[src/rtl/ball_game_ctrl.sv]
// Per-frame ball sequencer: pitch-to-position rate limiting, gap collision, lives and score.
// Optional build macro SCORE_BCD_EN selects a packed-BCD score (0..99) instead of binary (0..255).
module ball_game_ctrl #(
  parameter int unsigned CENTER_POS    = 256,
  parameter int unsigned STEP_MAX      = 8,
  parameter int unsigned GAP_SLACK     = 96,
  parameter int unsigned LIVES_INIT    = 3,
  parameter int unsigned FREEZE_FRAMES = 60
) (
  input  logic        clk_in,
  input  logic        rst_n_in,
  input  logic        start_in,
  input  logic        frame_in,
  input  logic        freq_valid_in,
  input  logic [15:0] freq_in,
  input  logic [8:0]  gap_pos_in,
  input  logic        pipe_at_ball_in,
  output logic [8:0]  ball_pos_out,
  output logic [1:0]  state_out,
  output logic [7:0]  score_out,
  output logic [1:0]  lives_out,
  output logic        hit_out
);

  localparam logic [1:0] IDLE      = 2'd0;
  localparam logic [1:0] PLAYING   = 2'd1;
  localparam logic [1:0] HIT       = 2'd2;
  localparam logic [1:0] GAME_OVER = 2'd3;

  localparam logic [8:0]        CENTER   = 9'(CENTER_POS);
  localparam logic [8:0]        STEP     = 9'(STEP_MAX);
  localparam logic signed [9:0] STEP_S   = 10'(STEP_MAX);
  localparam logic [9:0]        SLACK    = 10'(GAP_SLACK);
  localparam logic [1:0]        LIVES0   = 2'(LIVES_INIT);
  localparam logic [7:0]        FREEZE0  = 8'(FREEZE_FRAMES);

  logic [1:0] state;
  logic [8:0] ball_pos;
  logic [8:0] target;
  logic [7:0] score;
  logic [1:0] lives;
  logic       hit;
  logic [7:0] freeze_cnt;
  logic       pass_flag;

  logic signed [9:0] diff;
  logic [8:0]        next_pos;
  logic [9:0]        gap_hi;
  logic              collide;
  logic              unused_freq_bits;

  assign unused_freq_bits = ^{freq_in[15:11], freq_in[1:0]};

  function automatic logic [7:0] score_inc(input logic [7:0] s);
`ifdef SCORE_BCD_EN
    if (s == 8'h99)
      return s;
    else if (s[3:0] == 4'd9)
      return {s[7:4] + 4'd1, 4'd0};
    else
      return {s[7:4], s[3:0] + 4'd1};
`else
    if (s == 8'hFF)
      return s;
    else
      return s + 8'd1;
`endif
  endfunction

  // Rate-limited step toward the target; |diff| <= 511 so 10-bit signed never overflows.
  always_comb begin
    diff     = $signed({1'b0, target}) - $signed({1'b0, ball_pos});
    next_pos = target;
    if (diff > STEP_S)
      next_pos = ball_pos + STEP;
    else if (diff < -STEP_S)
      next_pos = ball_pos - STEP;
  end

  always_comb begin
    gap_hi  = {1'b0, gap_pos_in} + SLACK;
    collide = pipe_at_ball_in &&
              (({1'b0, next_pos} < {1'b0, gap_pos_in}) || ({1'b0, next_pos} > gap_hi));
  end

  always_ff @(posedge clk_in or negedge rst_n_in) begin
    if (!rst_n_in) begin
      state      <= IDLE;
      ball_pos   <= CENTER;
      target     <= CENTER;
      score      <= 8'd0;
      lives      <= LIVES0;
      hit        <= 1'b0;
      freeze_cnt <= 8'd0;
      pass_flag  <= 1'b0;
    end else begin
      hit <= 1'b0;
      case (state)
        IDLE, GAME_OVER: begin
          if (start_in) begin
            state     <= PLAYING;
            score     <= 8'd0;
            lives     <= LIVES0;
            ball_pos  <= CENTER;
            target    <= CENTER;
            pass_flag <= 1'b0;
          end
        end
        PLAYING: begin
          if (freq_valid_in)
            target <= freq_in[10:2];
          if (frame_in) begin
            ball_pos <= next_pos;
            if (collide) begin
              hit       <= 1'b1;
              lives     <= lives - 2'd1;
              pass_flag <= 1'b0;
              if (lives == 2'd1) begin
                state <= GAME_OVER;
              end else begin
                state      <= HIT;
                freeze_cnt <= FREEZE0;
              end
            end else if (pipe_at_ball_in) begin
              pass_flag <= 1'b1;
            end else if (pass_flag) begin
              score     <= score_inc(score);
              pass_flag <= 1'b0;
            end
          end
        end
        HIT: begin
          if (freq_valid_in)
            target <= freq_in[10:2];
          if (frame_in) begin
            freeze_cnt <= freeze_cnt - 8'd1;
            if (freeze_cnt <= 8'd1)
              state <= PLAYING;
          end
        end
        default: state <= IDLE;
      endcase
    end
  end

  assign ball_pos_out = ball_pos;
  assign state_out    = state;
  assign score_out    = score;
  assign lives_out    = lives;
  assign hit_out      = hit;

endmodule

[config.mk]
export PLATFORM = sky130hd
export DESIGN_NAME = ball_game_ctrl
export DESIGN_NICKNAME = d
export VERILOG_FILES = /design/src/rtl/ball_game_ctrl.sv
export SDC_FILE = /design/constraint.sdc
export NUM_CORES = 1
export LEC_CHECK = 0
export BUFFER_PORTS_ARGS = -buffer_cell sky130_fd_sc_hd__buf_4
export CAP_MARGIN = 20
export CORE_MARGIN = 10
export CORE_UTILIZATION = 62
export CTS_CLUSTER_SIZE = 40
export DETAILED_ROUTE_END_ITERATION = 8
export PLACE_DENSITY = 0.86
export SYNTH_ARGS = -nofsm -noshare
export SYNTH_HDL_FRONTEND = slang
export SYNTH_SLANG_ARGS = --single-unit
[constraint.sdc]
create_clock -name clk_in -period 9.1 [get_ports clk_in]
set_input_delay 1.365 -clock clk_in [delete_from_list [all_inputs] [get_ports clk_in]]
set_output_delay 1.365 -clock clk_in [all_outputs]
set_load 0.01 [all_outputs]
==> reports/qor.txt <==
Sequential power share - 0.195
Primary flip-flop cell chosen by synthesis mapping - sky130_fd_sc_hd__dfrtp_1
Post-synth design cell area - 3450 um^2
Top cells by area, synth - sky130_fd_sc_hd__dfrtp_1, sky130_fd_sc_hd__ha_1, sky130_fd_sc_hd__mux2i_1, sky130_fd_sc_hd__nand2_1, sky130_fd_sc_hd__inv_1
Critical-path maximum fanout - 11
Result of the run - finished, final reports clean
Quantity of I/O buffers inserted on ports - 45
Synth Area in Compound Gates - 0.242
CP arrival - 5.95 ns
Portion of total power attributed to the clock network - 0.071
Final Non-Filler Cells - 515
Share of the synthesized area in the top cell type - 0.261
Critical path required time - 9.28 ns
Power per cell area - 434 nW/um^2
Switching share of total power - 0.509
Skew final - 0.00572 ns
Core occupancy in the finished layout - 0.716
Final Hold Vio Count - 0
Number of DRC markers in iteration 0 - 233
Number of buffers inserted for hold repair after clock tree synthesis - 0
Syn Nets - 465
Reg2reg path depth - 20
Clk Latency, worst-skew pair - 0.29 ns
Max-cap viol count - 0
Global-route wire length before repair - 14.2 mm
Number of antenna-violating nets in the routed design - 0
Gate count after technology mapping - 401
Category of the critical setup timing path - flip-flop to flip-flop
Io pins - 53
Area added between synthesis and finish - 12.8%
Placeable Area - 5440 um^2
CP endpoint kind - flip-flop
Die Outline Area - 8950 um^2
Register-to-Register Setup Slack - 3.33 ns
CTS Buf Count - 5
Pleak - 0.00181 uW
Aggregate negative setup slack - 0 ns
Chip Width - 94.6 um
Initial standard-cell utilization of the core - 0.635
Via count of the first global-routing pass - 3036
Number of fillers in the final layout - 422
Minimum clock period - 5.77 ns
Num rows - 27
Post CTS Setup Buffer Count - 0
Final number of max-transition violations - 0
Sw power - 861 uW
Depth of the CTS H-tree - 2
Final worst path period share - 0.635
Detail-routed via count per cell - 6.28
Worst R2R Start - ball_pos_out[0]$_DFFE_PN0P_
Final estimated routing congestion in global placement - 0.880
Total detailed-routing wirelength - 8.62 mm
Pin count of the biggest net entering global routing - 41
Total global routing track utilization - 0.192
Maximum clock path buffer count - 2
Least-Margin Pin Slew - 0.957 ns
Slew margin rel. - 0.362
Hold Startpoint - pass_flag$_DFFE_PN0P_
Number of distinct library cells after synthesis - 67
Setup Viol. Count Final - 0
Share of async-settable or async-resettable flops after synthesis - 1.00
Initial antenna violation count - 0
Worst hold endpoint - pass_flag$_DFFE_PN0P_
Warnings from Yosys - 0
Critical R2R Capture - freeze_cnt[1]$_DFFE_PN0P_
Root Driver - sky130_fd_sc_hd__clkbuf_8
Basic-gate share of the synthesized area counting and, or, nand and nor cells - 0.192
Internal power - 830 uW
Main combinational cell family by area after synthesis - compound AO/OA/AOI/OAI gates
Placed insts - 507
Hold path cells - 2
Register bit total from synthesis - 40
Class of the tightest hold or removal check - flip-flop to flip-flop
Routed wire per std cell - 16.7 um
First-pass iteration count of the detailed router - 4
Cell accounting for the most synthesized area - sky130_fd_sc_hd__dfrtp_1
Net count, final - 506
Clk slew on worst S/H paths - 0.08 ns
Clock tree from TritonCTS - yes
Commonest non-fill, non-tap cells in the layout - sky130_fd_sc_hd__buf_4, sky130_fd_sc_hd__nand2_1, sky130_fd_sc_hd__inv_1
# resized after CTS - 0
RSZ-0062 raised after global routing - false
Max frequency - 173 MHz
Share of the yosys chip area belonging to registers - 0.291
Detail Placement HPWL - 6.71 mm
Maximum vdd ir drop - 0.278 mV
Number of enable flip-flop cells after synthesis - 0
Total via count in the routed design - 3234
Mean cell area of the mapped netlist - 8.61 um^2
Adder-cell area share of the yosys netlist - 0.122
Mux share of post-synthesis cell area - 0.0641
Antenna diodes - 0
Sinks on Clock Net - 40
DRC - 0
Critical path startpoint category - flip-flop
Share of post-route cells with drive strength above 1 - 0.183
Commonest non-fill, non-tap cell in the layout - sky130_fd_sc_hd__buf_4
GRT Residual Overflow - 0
Combinational share of power - 0.734
Chip height - 94.6 um
Post-Synth XOR/XNOR Area - 0.0279
-- worst max-delay path by stage --
stage | slack (ns) | depth (start not counted) | startpoint | endpoint
after floorplan | 4.25 | 22 | ball_pos_out[0]$_DFFE_PN0P_ | freeze_cnt[1]$_DFFE_PN0P_
after global placement | 3.61 | 21 | target[0]$_DFFE_PN0P_ | freeze_cnt[1]$_DFFE_PN0P_
after detailed placement | 3.44 | 21 | target[0]$_DFFE_PN0P_ | freeze_cnt[1]$_DFFE_PN0P_
after CTS | 3.39 | 20 | ball_pos_out[0]$_DFFE_PN0P_ | freeze_cnt[1]$_DFFE_PN0P_
after global routing | 2.98 | 19 | ball_pos_out[5]$_DFFE_PN0P_ | freeze_cnt[1]$_DFFE_PN0P_
final | 3.33 | 20 | ball_pos_out[0]$_DFFE_PN0P_ | freeze_cnt[1]$_DFFE_PN0P_
-- metrics by stage --
stage / power (uW) / hold WS, ns / worst slack [ns] / instance area [um^2]
floorplan: 1280 / 0.442 / 4.25 / 3450
global placement: 1490 / 0.460 / 3.61 / 3810
detailed placement: 1560 / 0.471 / 3.44 / 3810
CTS: 1680 / 0.489 / 3.39 / 3890
global route: 1850 / 0.555 / 2.98 / 3890
finish: 1690 / 0.490 / 3.33 / 3890
-- synthesized netlist by cell type (all sizes together), types with 2 or more instances --
cell type and instances:
o21a 4, a211o 3, buf 2, and3 4, nand2 39, or2 3, inv 37, nor3 10
nand3b 4, nand2b 6, a31o 2, xor2 7, mux2 6, or3 4, nor3b 3, nor2b 2
nand4 7, xnor2 4, dfstp 4, a221oi 2, mux2i 15, ha 32, nor2 33, clkbuf 9
a21o 4, a22oi 2, o31ai 6, a22o 7, o21ai 18, dfrtp 36, nand3 11, a211oi 3
a21oi 25, o22ai 15, o311ai 3, o2111ai 4, o211ai 7
-- flip-flops by register name, summed over array words and instances (netlist names) --
| register | cells |
|---|---|
| ball_pos_out | 9 |
| lives_out | 2 |
| target | 9 |
| pass_flag | 1 |
| hit_out | 1 |
| score_out | 8 |
| freeze_cnt | 8 |
| state_out | 2 |
-- routing by layer --
metal / track usage / up-vias / share of wire
li1: - / 1545 / -
met1: 0.240 / 1572 / 0.44
met2: 0.326 / 102 / 0.48
met3: 0.0444 / 15 / 0.063
met4: 0.0461 / 0 / 0.017
met5: 0 / - / 0
-- worst max-delay path: stages, from the launching register on --
cell and delay, ns:
sky130_fd_sc_hd__dfrtp_1 0.47, sky130_fd_sc_hd__ha_1 0.20, sky130_fd_sc_hd__inv_1 0.06, sky130_fd_sc_hd__fa_1 0.42, sky130_fd_sc_hd__a211oi_2 0.31, sky130_fd_sc_hd__o31ai_2 0.13, sky130_fd_sc_hd__and3_1 0.20, sky130_fd_sc_hd__or4_4 0.56
sky130_fd_sc_hd__o31ai_4 0.40, sky130_fd_sc_hd__a21oi_1 0.06, sky130_fd_sc_hd__or2_1 0.24, sky130_fd_sc_hd__a211oi_1 0.42, sky130_fd_sc_hd__ha_1 0.23, sky130_fd_sc_hd__a21o_1 0.10, sky130_fd_sc_hd__a21oi_1 0.08, sky130_fd_sc_hd__nand2_1 0.07
sky130_fd_sc_hd__o311ai_0 0.13, sky130_fd_sc_hd__a31o_2 0.28, sky130_fd_sc_hd__a21oi_1 0.77, sky130_fd_sc_hd__o21ai_0 0.16, sky130_fd_sc_hd__a221o_1 0.37
-- cell families (layout without fill, tap and decap cells) --
group                    count (synthesis)  in the layout
multiplexers                            21             21
AND/OR/NAND/NOR                        133            133
adder cells (fa/ha/maj)                 33             33
buffers and inverters                   48             90
XOR/XNOR                                11             11
AO/OA/AOI/OAI                          115            115
flip-flops                              40             40
-- power by group through the flow --
stage | combinational [uW] | sequential, uW | clock, uW
2_1_floorplan | 965 | 316 | 0
3_3_place_gp | 1170 | 327 | 0
4_1_cts | 1230 | 327 | 123
5_1_grt | 1380 | 339 | 131
6_report | 1240 | 330 | 119
3_5_place_dp | 1230 | 330 | 0
-- cell type report --
cell class,count,area [um^2],area share
Sequential cell,40,1010,0.258
Timing Repair Buffer,45,338,0.0868
Tap cell,72,90.1,0.0231
Multi-Input combinational cell,313,2240,0.574
Clock inverter,2,12.5,0.00321
Clock buffer,6,72.6,0.0186
Inverter,37,139,0.0357
Power figures use the tool's default switching activity.
